**config.mk**
```make
export PLATFORM = sky130hd
export DESIGN_NAME = uart_fifo_ctrl
export DESIGN_NICKNAME = d
export VERILOG_FILES = /design/src/rtl/uart_fifo_ctrl.sv
export SDC_FILE = /design/constraint.sdc
export NUM_CORES = 1
export LEC_CHECK = 0
export CAP_MARGIN = 5
export CORE_ASPECT_RATIO = 1.75
export CORE_MARGIN = 2
export CORE_UTILIZATION = 28
export CTS_CLUSTER_SIZE = 8
export DETAILED_ROUTE_END_ITERATION = 10
export PLACE_DENSITY = 0.49
export SLEW_MARGIN = 20
export SYNTH_ARGS = -nofsm -noshare
export SYNTH_HDL_FRONTEND = slang
export SYNTH_SLANG_ARGS = --single-unit
export TNS_END_PERCENT = 20
```
**constraint.sdc**
```tcl
create_clock -name clk -period 8.72 [get_ports clk]
set_input_delay 1.744 -clock clk [delete_from_list [all_inputs] [get_ports clk]]
set_output_delay 1.744 -clock clk [all_outputs]
set_load 0.01 [all_outputs]
```
**src/rtl/uart_fifo_ctrl.sv**
```systemverilog
// uart_fifo_ctrl
//
// Memory-mapped UART controller between the CPU data-memory bus and the
// UART TX/RX cores. CPU stores are queued in a TX FIFO and handed to the
// TX core one byte at a time using the TX_EN / TX_STATUS handshake.
// Received bytes are captured into an RX FIFO on each rising edge of the
// RX_STATUS strobe. Control, status and a level interrupt live in the
// 0x4000_0018 .. 0x4000_0024 peripheral window.
//
// Register map:
//   0x4000_0018 TXDATA  W: push byte, R: last byte loaded to UART_TXD
//   0x4000_001C RXDATA  R: pop RX FIFO head (0 when empty)
//   0x4000_0020 CON     R/W [1:0] interrupt enables
//   0x4000_0024 STATUS  R: {rx_count, tx_count, tx_ovf, rx_ovf, tx_full,
//                          rx_nonempty}; W1C on bits 2 and 3
//
// Ports:
//   clk, reset            system clock, synchronous active-high reset
//   Addr, WriteData       bus address and store data
//   MemRd, MemWr          load / store strobes
//   ReadData              combinational load data
//   UART_TXD, TX_EN       byte and one-cycle start pulse to the TX core
//   TX_STATUS             TX core idle (1) / busy (0)
//   RX_DATA, RX_STATUS    received byte and its valid level (asynchronous)
//   IRQ                   level interrupt
//
// Build option:
//   UART_CTRL_IRQ_EN  when defined, CON and IRQ are implemented; otherwise
//                     CON reads 0, writes to it are ignored and IRQ is 0.

module uart_fifo_ctrl #(
    parameter int DEPTH = 8
) (
    input  logic        clk,
    input  logic        reset,
    input  logic [31:0] Addr,
    input  logic [31:0] WriteData,
    input  logic        MemRd,
    input  logic        MemWr,
    output logic [31:0] ReadData,
    output logic [7:0]  UART_TXD,
    output logic        TX_EN,
    input  logic        TX_STATUS,
    input  logic [7:0]  RX_DATA,
    input  logic        RX_STATUS,
    output logic        IRQ
);

    localparam int PW = (DEPTH > 1) ? $clog2(DEPTH) : 1;
    localparam logic [PW-1:0] PTR_ONE = PW'(1);
    localparam logic [3:0] FULL_CNT = 4'(DEPTH);

    localparam logic [31:0] ADDR_TXDATA = 32'h4000_0018;
    localparam logic [31:0] ADDR_RXDATA = 32'h4000_001C;
    localparam logic [31:0] ADDR_STATUS = 32'h4000_0024;

    typedef enum logic [1:0] {
        IDLE,
        WAIT_BUSY,
        WAIT_DONE
    } tx_state_t;

    tx_state_t tx_state;

    logic wr_txdata;
    logic rd_rxdata;
    logic wr_status;

    assign wr_txdata = MemWr && (Addr == ADDR_TXDATA);
    assign rd_rxdata = MemRd && (Addr == ADDR_RXDATA);
    assign wr_status = MemWr && (Addr == ADDR_STATUS);

    // Only the byte lane and the two W1C bits (plus CON bits when enabled)
    // of WriteData carry meaning.
    logic unused_wdata;
    assign unused_wdata = ^{WriteData[31:4], WriteData[1:0]};

    // ------------------------------------------------------------------
    // TX FIFO
    // ------------------------------------------------------------------
    logic [7:0]    tx_mem [DEPTH];
    logic [PW-1:0] tx_wr_ptr;
    logic [PW-1:0] tx_rd_ptr;
    logic [3:0]    tx_count;
    logic          tx_full;
    logic          tx_push;
    logic          tx_drop;
    logic          tx_pop;
    logic          tx_ovf;

    assign tx_full = (tx_count == FULL_CNT);
    // Fullness is judged at cycle start, so a same-cycle pop does not
    // rescue a push into a full FIFO.
    assign tx_push = wr_txdata && !tx_full;
    assign tx_drop = wr_txdata && tx_full;
    assign tx_pop  = (tx_state == IDLE) && (tx_count != 4'd0) && TX_STATUS;

    always_ff @(posedge clk) begin
        if (reset) begin
            tx_wr_ptr <= '0;
            tx_rd_ptr <= '0;
            tx_count  <= 4'd0;
        end else begin
            if (tx_push) tx_wr_ptr <= tx_wr_ptr + PTR_ONE;
            if (tx_pop)  tx_rd_ptr <= tx_rd_ptr + PTR_ONE;
            case ({tx_push, tx_pop})
                2'b10:   tx_count <= tx_count + 4'd1;
                2'b01:   tx_count <= tx_count - 4'd1;
                default: tx_count <= tx_count;
            endcase
        end
    end

    always_ff @(posedge clk) begin
        if (tx_push) tx_mem[tx_wr_ptr] <= WriteData[7:0];
    end

    // ------------------------------------------------------------------
    // TX handshake FSM: launch one byte, then wait for the core to go busy
    // and back to idle before launching the next.
    // ------------------------------------------------------------------
    always_ff @(posedge clk) begin
        if (reset) begin
            tx_state <= IDLE;
            TX_EN    <= 1'b0;
            UART_TXD <= 8'd0;
        end else begin
            TX_EN <= 1'b0;
            case (tx_state)
                IDLE: begin
                    if (tx_pop) begin
                        UART_TXD <= tx_mem[tx_rd_ptr];
                        TX_EN    <= 1'b1;
                        tx_state <= WAIT_BUSY;
                    end
                end
                WAIT_BUSY: begin
                    if (!TX_STATUS) tx_state <= WAIT_DONE;
                end
                WAIT_DONE: begin
                    if (TX_STATUS) tx_state <= IDLE;
                end
                default: tx_state <= IDLE;
            endcase
        end
    end

    // ------------------------------------------------------------------
    // RX strobe synchronizer and edge detect
    // ------------------------------------------------------------------
    logic rx_s1;
    logic rx_s2;
    logic rx_s3;
    logic rx_edge;

    always_ff @(posedge clk) begin
        if (reset) begin
            rx_s1 <= 1'b0;
            rx_s2 <= 1'b0;
            rx_s3 <= 1'b0;
        end else begin
            rx_s1 <= RX_STATUS;
            rx_s2 <= rx_s1;
            rx_s3 <= rx_s2;
        end
    end

    assign rx_edge = rx_s2 & ~rx_s3;

    // ------------------------------------------------------------------
    // RX FIFO
    // ------------------------------------------------------------------
    logic [7:0]    rx_mem [DEPTH];
    logic [PW-1:0] rx_wr_ptr;
    logic [PW-1:0] rx_rd_ptr;
    logic [3:0]    rx_count;
    logic          rx_full;
    logic          rx_nonempty;
    logic          rx_push;
    logic          rx_drop;
    logic          rx_pop;
    logic          rx_ovf;

    assign rx_full     = (rx_count == FULL_CNT);
    assign rx_nonempty = (rx_count != 4'd0);
    assign rx_push     = rx_edge && !rx_full;
    assign rx_drop     = rx_edge && rx_full;
    assign rx_pop      = rd_rxdata && rx_nonempty;

    always_ff @(posedge clk) begin
        if (reset) begin
            rx_wr_ptr <= '0;
            rx_rd_ptr <= '0;
            rx_count  <= 4'd0;
        end else begin
            if (rx_push) rx_wr_ptr <= rx_wr_ptr + PTR_ONE;
            if (rx_pop)  rx_rd_ptr <= rx_rd_ptr + PTR_ONE;
            case ({rx_push, rx_pop})
                2'b10:   rx_count <= rx_count + 4'd1;
                2'b01:   rx_count <= rx_count - 4'd1;
                default: rx_count <= rx_count;
            endcase
        end
    end

    always_ff @(posedge clk) begin
        if (rx_push) rx_mem[rx_wr_ptr] <= RX_DATA;
    end

    // ------------------------------------------------------------------
    // Sticky overflow flags; a new overflow wins over a same-cycle clear.
    // ------------------------------------------------------------------
    always_ff @(posedge clk) begin
        if (reset) begin
            tx_ovf <= 1'b0;
            rx_ovf <= 1'b0;
        end else begin
            if (tx_drop)                        tx_ovf <= 1'b1;
            else if (wr_status && WriteData[3]) tx_ovf <= 1'b0;
            if (rx_drop)                        rx_ovf <= 1'b1;
            else if (wr_status && WriteData[2]) rx_ovf <= 1'b0;
        end
    end

    // ------------------------------------------------------------------
    // Control register and interrupt
    // ------------------------------------------------------------------
`ifdef UART_CTRL_IRQ_EN
    localparam logic [31:0] ADDR_CON = 32'h4000_0020;

    logic [1:0] con;

    // IRQ is registered from the current state, so it follows a state
    // change by one cycle.
    always_ff @(posedge clk) begin
        if (reset) begin
            con <= 2'b00;
            IRQ <= 1'b0;
        end else begin
            if (MemWr && (Addr == ADDR_CON)) con <= WriteData[1:0];
            IRQ <= (con[0] & rx_nonempty) |
                   (con[1] & (tx_count == 4'd0) & (tx_state == IDLE));
        end
    end
`else
    assign IRQ = 1'b0;
`endif

    // ------------------------------------------------------------------
    // Load data mux
    // ------------------------------------------------------------------
    always_comb begin
        ReadData = 32'd0;
        if (MemRd) begin
            case (Addr)
                ADDR_TXDATA: ReadData = {24'd0, UART_TXD};
                ADDR_RXDATA: if (rx_nonempty) ReadData = {24'd0, rx_mem[rx_rd_ptr]};
`ifdef UART_CTRL_IRQ_EN
                ADDR_CON:    ReadData = {30'd0, con};
`endif
                ADDR_STATUS: ReadData = {20'd0, rx_count, tx_count, tx_ovf,
                                         rx_ovf, tx_full, rx_nonempty};
                default:     ReadData = 32'd0;
            endcase
        end
    end

endmodule

```
# --- Yosys cells after proc, flatten, opt, wreduce, memory -nomap -nowiden ---
# Memories as Yosys holds them, arrays and structs flattened. A register that Yosys moved wholly into a read port is not among the register bits.
# Index checks and enable logic that the tools add are counted.
word_totals:
  ff_bits: 28
  latch_bits: 0
  ramBits: 128
  mem_bits_ro: 0
  in_bits: 78
  out_inout_bits: 42
  word_cells: 84
  n_memories: 2
memory_table:
  columns: ["name", "words", "width", "read_ports", "rd_clocked_by_memory_dff", "write_ports", "line", "source"]
  rows:
  - ["rx_mem", 8, 8, 1, 1, 1, "173", "logic [7:0] rx_mem [DEPTH];"]
  - ["tx_mem", 8, 8, 1, 1, 1, "81", "logic [7:0] tx_mem [DEPTH];"]
op_classes:
  add_sub_neg: 8
  n_mul: 0
  div: 0
  n_lt_le_gt_ge: 0
  n_eq_ne: 14
  n_shift: 0
  muxes: 20
  n_bitwise: 3
  reduce_logical: 24
ops:
  columns: ["operator", "count"]
  rows:
  - ["equality test 32 x 31 -> 1 bit (second input constant)", 3]
  - ["one-hot mux 12 bit (3 select lines)", 1]
  - ["one-hot mux 4 bit (2 select lines)", 2]
  - ["adder 3 x 1 -> 3 bit (second input constant)", 4]
  - ["logical AND 1 bit", 12]
  - ["2-to-1 mux 12 bit", 1]
  - ["2-to-1 mux 1 bit", 9]
  - ["adder 4 x 1 -> 4 bit (second input constant)", 2]
  - ["equality test 4 bit (second input constant)", 2]
  - ["2-to-1 mux 8 bit", 1]
  - ["nonzero test 2 bit", 4]
  - ["nonzero test 4 bit", 2]
  - ["subtractor 4 x 1 -> 4 bit (second input constant)", 2]
  - ["equality test 2 x 1 -> 1 bit (second input constant)", 3]
  - ["equality test 2 bit (second input constant)", 3]
  - ["2-to-1 mux 2 bit", 3]
  - ["2-to-1 mux 3 bit", 2]
  - ["!= test 2 bit (second input constant)", 3]
  - ["one-hot mux 2 bit (3 select lines)", 1]
  - ["AND reduction 3 bit", 1]
  - ["zero test 1 bit", 2]
  - ["zero test 2 bit", 1]
  - ["inverter 1 bit", 2]
  - ["AND reduction 2 bit", 1]
  - ["2 further kinds", 2]

# --- Depth between registers and ports, before layout ---
logic_depth:
  word_depth: 5
  depth_mapped: 12
  mapped_depth_nobuf: 10

# --- Least setup slack after synthesis ---
# Ideal clock, no wire load.
synth_timing:
  kind: "input to output"
  from: "input Addr[8]"
  to: "output ReadData[1]"
  arrival_ns: 2.919
  setup_slack_ns: 4.057
  path_stages: 6
  path_buffers: 2
  path_cell_list: "nor4_4 > and4_1 > buf_2 > buf_4 > nand4_1 > a21oi_1"
synth_between:
  elab_chain_len: 3
  word_cells_on_any_way: 5
synth_lines:
  columns: ["item", "line", "source"]
  rows:
  - ["from (decl)", "36", "input logic [31:0] Addr,"]
  - ["equality test 32 x 31 -> 1 bit", "255", "case (Addr)"]
  - ["one-hot mux 12 bit (3 select lines) *", "255", null]
  - ["2-to-1 mux 12 bit *", "254", "if (MemRd) begin"]
  - ["to (decl)", "40", "output logic [31:0] ReadData,"]
# Every way passes the cells marked *; elsewhere a longest branch is shown, timed or not.

# --- Final worst setup path ---
layout_timing:
  from: "input Addr[8]"
  to: "output ReadData[6]"
# The elaborated chain is that of the path after synthesis.

==> results.yml <==
cts:
  htreeDepth: 4
  cts_tree: "done"
  cts_buffers: 17
  cts_sinks: 167
  cts_hold_buf: 0
  clkLatencyLatePin_ns: 0.42
  clk_path_buf_depth: 2
  cts-root-buf: "clkbuf_16"
  post_cts_buffers: 0
  cts.repair.resized: 0
  clk_pin_slew_ns: 0.06
route:
  viasPerCell: 4.87
  routed-via-count: 4291
  route.detailed.drc: 0
  antenna_left: 0
  drtIter0Drc: 252
  dr.pass1.iters: 4
  wl_per_cell_um: 19.4
  wl_um: 17100
hold_path:
  hold_depth: 1
  hp-class: "reg2reg"
  hold_end: "rx_s2$_SDFF_PP0_"
  min_from: "rx_s1$_SDFF_PP0_"
placed_design:
  dp_hpwl_um: 12200
  placedCellCount: 849
  io_buffers: 74
  post-place-ws_ns: 2.34
  gp_congestion: 0.831
pwr:
  p_per_area_nw_per_um2: 187
  clockPowerShare: 0.454
  switching_share: 0.194
  total_leakage_power_uw: 0.00286
  ir_worst_vdd_mv: 0.111
  cellInternalPower_uw: 1350
  p_switching_uw: 326
  p_total_uw: 1680
  seq_power_share: 0.511
  power_frac_comb: 0.035
floorplanning:
  die_area_um2: 27700
  die_w_um: 127
  io_pins: 120
  core_um2: 26000
  die_h_um: 219
  initial_core_util: 0.284
  rows: 78
critical_path:
  critPathArrivalTime_ns: 4.62
  reg2regPathDepth: 10
  r2r-end: "rx_count[2]$_SDFFE_PP0P_"
  cp_max_fo: 16
  worstSetupStartpointType: "input pin"
  path_class: "in2out"
  reg2reg_slack_ns: 5.65
  rr_startpoint: "rx_count[0]$_SDFFE_PP0P_"
  endpoint_kind: "primary output"
  cp.required_ns: 6.98
grt:
  antenna_found_initial: 0
  use_met1: 0.140
  grtUsageTotal: 0.127
  grt_start_max_net_pins: 41
  grt_pass1_vias: 4527
  met3_usage: 0.0285
  top_usage_layer: "met2"
  grt.met2_usage: 0.240
  overflow: 0
  grt_pass1_wl_um: 26100
layout:
  drive_gt1_frac: 0.173
  antenna_cells: 0
  instances_no_fill: 881
  fin_nets: 636
  syn2layout_area_growth_pct: 21.9
sta:
  maxSlewViolCount: 0
  tightest_slew_ns: 0.967
  fin_skew_ns: 0.0112
  setup_tns_ns: 0
  rsz0062_at_grt: "no"
  setup_slack_ns: 2.36
  finalCriticalPeriod_ns: 6.36
  finalHoldViolCount: 0
  setup_viol: 0
  max_slew_margin: 0.353
  post-route-period-util: 0.729
  clock.fmax_mhz: 157
logic_synthesis:
  syn_inst: 473
  synth_flop_cell: "edfxtp_1"
  synth_cell_types: 61
  yosysSeqAreaShare: 0.626
  netlist.area_leader.share: 0.521
  synthTopCellsByArea: "edfxtp_1 (52%), dfxtp_1 (11%), mux4_2 (7.3%), mux4_1 (2.5%), buf_4 (2.4%)"
  synth_top_area_cell: "edfxtp_1"
  synth-seq-cells: 167
  syn_area_per_cell_um2: 15.6
  synth.cell_area_um2: 7380
  yosysWarnings: 0
  synth-edff-count: 128
  async_flop_share: 0
outcome:
  status: "finished clean"
flow_run:
  drv_cap: 0
## worst max-delay path by stage
stage | start | endpoint | slack, ns | depth (start not counted)
floorplan | Addr[8] | ReadData[1] | 4.06 | 6
global placement | Addr[2] | ReadData[7] | 2.37 | 5
detailed placement | Addr[8] | ReadData[7] | 2.34 | 6
CTS | Addr[8] | ReadData[7] | 2.33 | 6
global route | Addr[8] | ReadData[3] | 2.16 | 6
finish | Addr[8] | ReadData[6] | 2.36 | 6
## critical path, cell delays in order
cell and delay [ns]:
clkdlybuf4s50_1 0.45, nor4_4 0.37, and4_1 0.70, o211ai_1 0.47, a21oi_1 0.31, clkdlybuf4s50_1 0.58
## final cells by class
class / instances / area [um^2]
Clock inverter: 5 / 57.6
Fill cell: 2497 / 17000
Sequential cell: 167 / 4630
Tap cell: 320 / 400
Clock buffer: 27 / 557
Inverter: 6 / 22.5
Multi-Input combinational cell: 274 / 2540
Timing Repair Buffer: 82 / 801
## placed cells by master (no fill, tap or decap), types with 10 or more instances in the layout
master           count
clkbuf_16           20
edfxtp_1           128
a21oi_1             24
nor2_1              25
mux2i_1             12
ha_1                10
mux4_2              24
conb_1              21
mux2_2              10
clkdlybuf4s50_1     74
nand2_1             13
dfxtp_1             38
## registers in the layout (all words and copies together) (netlist names), 3 cells and up, named ones only
name and cells:
tx_count 4, rx_rd_ptr 3, tx_rd_ptr 3, tx_wr_ptr 3, rx_wr_ptr 3, UART_TXD 8, tx_mem 64, rx_count 4
rx_mem 64
## layer usage
metal | share of wire | vias up
met5 | 0 | -
met4 | 0.013 | 0
met3 | 0.046 | 21
met2 | 0.56 | 131
met1 | 0.38 | 2155
li1 | - | 1984
## Yosys cell counts, drive strengths merged, types with 2 or more instances
master,instances
or4,3
a211oi,9
a22oi,9
mux2i,12
edfxtp,128
o31ai,4
or2,2
o21ai,2
o41ai,2
and2,5
and4,3
nor4,10
nand3,5
a21o,2
nor2b,7
and3,5
buf,38
nand2b,5
nor3,7
mux4,31
o22ai,3
xor2,6
inv,6
nor4b,6
or3,3
or4b,2
mux2,10
clkbuf,8
a21oi,24
nor2,25
and3b,4
nand4,11
xnor2,4
nand2,13
dfxtp,39
ha,10
## per-stage QoR
stage / utilization / hold WS [ns] / instance area, um^2
floorplan: - / 0.414 / 7460
global placement: 0.323 / 0.434 / 8380
detailed placement: 0.323 / 0.455 / 8380
CTS: 0.346 / 0.463 / 8990
global route: 0.347 / 0.480 / 9000
finish: 0.347 / 0.459 / 9000
## power groups by stage
stage / registers [uW] / clock network (uW) / logic, uW
after global placement: 876 / 0 / 55.8
after detailed placement: 876 / 0 / 58.0
final: 859 / 763 / 58.2
after floorplan: 876 / 0 / 24.6
after global routing: 859 / 812 / 62.8
after CTS: 859 / 780 / 58.3
## cell families after synthesis
kind of cell	after synthesis	synth area share
fa+ha+maj	10	0.0169
mux	53	0.130
flops	167	0.626
xor+xnor	10	0.0119
simple gates	121	0.119
buf+inv	52	0.0447
other cells	1	0.000508
compound gates	59	0.0515
Note: power is estimated with default switching activity, not from simulation.
==> edit 1, RTL diff (same settings) <==
The parameter `DEPTH` goes from 8 to 16.
--- a/src/rtl/uart_fifo_ctrl.sv
+++ b/src/rtl/uart_fifo_ctrl.sv
@@ -30,5 +30,5 @@
 
 module uart_fifo_ctrl #(
-    parameter int DEPTH = 8
+    parameter int DEPTH = 16
 ) (
     input  logic        clk,
Function: changed (a bounded check fails within 4 cycles, from zero or initial values and one cycle with reset high).
==> edit 1 against the original RTL <==
- routed wire length increased by 74%
- maximum frequency increased by 4.2%
- sequential power increased by 82%
- count of clock-buffer cells in the layout increased by 48
- sequential cell count increased by 133
- cell area increased by 65%
- global-route usage increased by 0.44 points
- cell count increased by 61%
- power increased by 87%
- synthesized area increased by 67%
- worst setup slack improved by 0.25 ns
==> edit 1: results (changes against the original RTL) <==
ys_ff_latch: 300  # +80%
h-tree-depth: 2  # -2
bufAreaShareNonClock: 0.05396  # -0.03497
place_area_um2: 13630  # +63%
largestRegisters: "rx_mem x128, tx_mem x128, UART_TXD x8"
antenna_cells: 2  # +2
dp_slack_ns: 2.587  # +0.2488 ns
routed_wl_mm: 29.66  # +74%
dp.cells: 1336  # +57%
ys_types: 53  # -13%
cts_buffers: 43  # +26
synthAdderAreaFrac: 0.01524  # -0.001706
gp_congestion: 0.7426  # -11%
relSlewSlack: 0.3156  # -0.03723
p_int_w: 0.002522  # +86%
final_layout_size_suffix_gt1_frac: 0.1733  # +0.0004435
drt_iter0_drc: 553  # +120%
crit_arrival_ns: 4.36  # -0.26 ns
grt_usage: 0.1310  # +0.004383
clock_area_frac: 0.08380  # +0.01557
synth_area_leaders: "edfxtp_1, mux4_2, dfxtp_1"
cts_buffer_depth: 3  # +1
fin_nets: 908  # +43%
grt_max_degree: 49  # +20%
nClkBuffers: 75  # +180%
multi_input_area_um2: 3510  # +38%
synthTopCellsByCount: "edfxtp_1, mux4_2, nor2_1"
status: "complete, no violations"
taps: 566  # +77%
multi_input_cells: 376  # +37%
synthCells: 728  # +54%
n_all_buffers: 83  # +1.2%
multi_input_area_share: 0.2358  # -0.04633
avgViaCountPerCell: 4.672  # -4.1%
p_seq_frac: 0.495  # -0.016
clk_latency_ns: 0.53  # +0.11 ns
hpwl_mm: 20.40  # +68%
synth_xor_area_frac: 0.01280  # +0.0009393
seq_area_frac_synth: 0.6957  # +0.06942
nFillCells: 4215  # +69%
synth_enable_flop_cells: 256  # +100%
grt_pass1_vias: 6879  # +52%
path_max_fanout: 11  # -5
## edit 1: critical path: stages
cell and delay (ns):
clkdlybuf4s50_1 0.44, nor4_4 0.46, nand4_4 0.25, or2_1 0.46, o22ai_1 0.39, clkdlybuf4s50_1 0.62
## edit 1: final timing paths
| kind | start | endpoint | slack (ns) | cells past startpoint |
|---|---|---|---|---|
| setup / recovery | Addr[14] | ReadData[7] | 2.61 | 6 |
| hold / removal | rx_s1 | rx_s2 | 0.44 | 1 |
| setup reg to reg | tx_count[0] | tx_count[2] | 5.57 | 11 |
| hold reg to reg | rx_s1 | rx_s2 | 0.44 | 1 |
## edit 1: per-layer routing
layer / vias to the layer above / routed length [um] / track usage / part of all wire
li1: 3006 / - / - / -
met1: 3397 / 10830 / 0.1447 / 0.37
met2: 154 / 16480 / 0.2480 / 0.56
met3: 54 / 1517 / 0.02530 / 0.051
met4: 4 / 811 / 0.04584 / 0.027
met5: - / 20 / 0 / 0.00067
==> edit 2, RTL diff (same settings) <==
Made on the original files. Compare `tx_count` against `FULL_CNT` with >= in place of ==.
--- a/src/rtl/uart_fifo_ctrl.sv
+++ b/src/rtl/uart_fifo_ctrl.sv
@@ -89,5 +89,5 @@
     logic          tx_ovf;
 
-    assign tx_full = (tx_count == FULL_CNT);
+    assign tx_full = (tx_count >= FULL_CNT);
     // Fullness is judged at cycle start, so a same-cycle pop does not
     // rescue a push into a full FIFO.
Behaviour: no difference found for any inputs over 4 cycles, from zero or initial values and one cycle with reset high; that may be too few to reach the edited logic, so the function may still have changed.
==> edit 2 against the original RTL <==
- power shrank 4.5%
- die area is 4.6% lower
- cell area shrank 4.1%
- synthesized area down 4.7%
- sequential share of layout area rose by 2.2 points
- sequential cell count unchanged
- combinational power is 8.9% lower
- routed wire length fell by 6.3%
- largest cell class unchanged
- critical path depth grew 1
- worst setup slack lost 0.23 ns
- register-to-register slack improved by 0.28 ns
==> edit 2: results (changes against the original RTL) <==
status: "complete, no violations"
synth_area_leaders: "edfxtp_1, dfxtp_1, mux4_2"
path_max_fanout: 8  # -8
via_count: 4042  # -5.8%
finalCriticalPeriod_ns: 6.587  # +0.2255 ns
wl_met1_mm: 5.973  # -8.0%
final_layout_size_suffix_gt1_frac: 0.1840  # +0.01111
synthCells: 447  # -5.5%
gp_congestion: 0.7307  # -12%
muxShareOfSynthArea: 0.1302  # +0.0005394
endpoint: "ReadData[4]"
synthAdderAreaFrac: 0.01778  # +0.0008375
ff2ff_setup_slack_ns: 5.93  # +0.28 ns
rows: 76  # -2.6%
p_total_w: 0.001605  # -4.5%
sh_seq_area: 0.5360  # +0.02219
crit_arrival_ns: 4.84  # +0.22 ns
multi_input_area_share: 0.2615  # -0.02058
n_all_buffers: 81  # -1.2%
skew_ns: 0.01040  # -0.0007543 ns
r2r-start: "rx_count[3]"
clock_area_frac: 0.06277  # -0.005460
powerDensity_nw_per_um2: 186.0  # -0.34%
pg_comb_w: 0.0000530  # -8.9%
synth_compound_area_frac: 0.04712  # -0.004388
nFillCells: 2346  # -6.0%
grt_max_degree: 28  # -32%
p_seq_frac: 0.535  # +0.024
multi_input_cells: 253  # -7.7%
avgViaCountPerCell: 4.755  # -2.4%
-- edit 2: changes by cell type in the layout (fill, tap and decap cells not counted), moves of 7 or more --
cell and change:
mux4_2 +7, mux4_1 -7, o21ai_0 +9, nand4_1 -7
a211oi_1 -8
-- edit 2: critical path, stage by stage --
cell and delay [ns]:
clkdlybuf4s50_1 0.41, nor4_1 0.41, nand3_2 0.28, nor3_1 0.75, o21ai_1 0.44, a21oi_1 0.24
clkdlybuf4s50_1 0.56
-- edit 2: cells by family (layout without fill, tap and decap cells) --
logic type / Yosys count / in the layout
XOR/XNOR: 14 / 14
adder cells (fa/ha/maj): 10 / 10
AND/OR/NAND/NOR: 103 / 103
AO/OA/AOI/OAI: 53 / 53
multiplexers: 52 / 52
flip-flops: 167 / 167
buffers and inverters: 47 / 118
other: 1 / 21
-- edit 2: metal layers --
layer | up-vias | global-route usage
met4 | 0 | 0.04937
met3 | 27 | 0.03590
met5 | - | 0
li1 | 1869 | -
met1 | 2035 | 0.1346
met2 | 111 | 0.2294
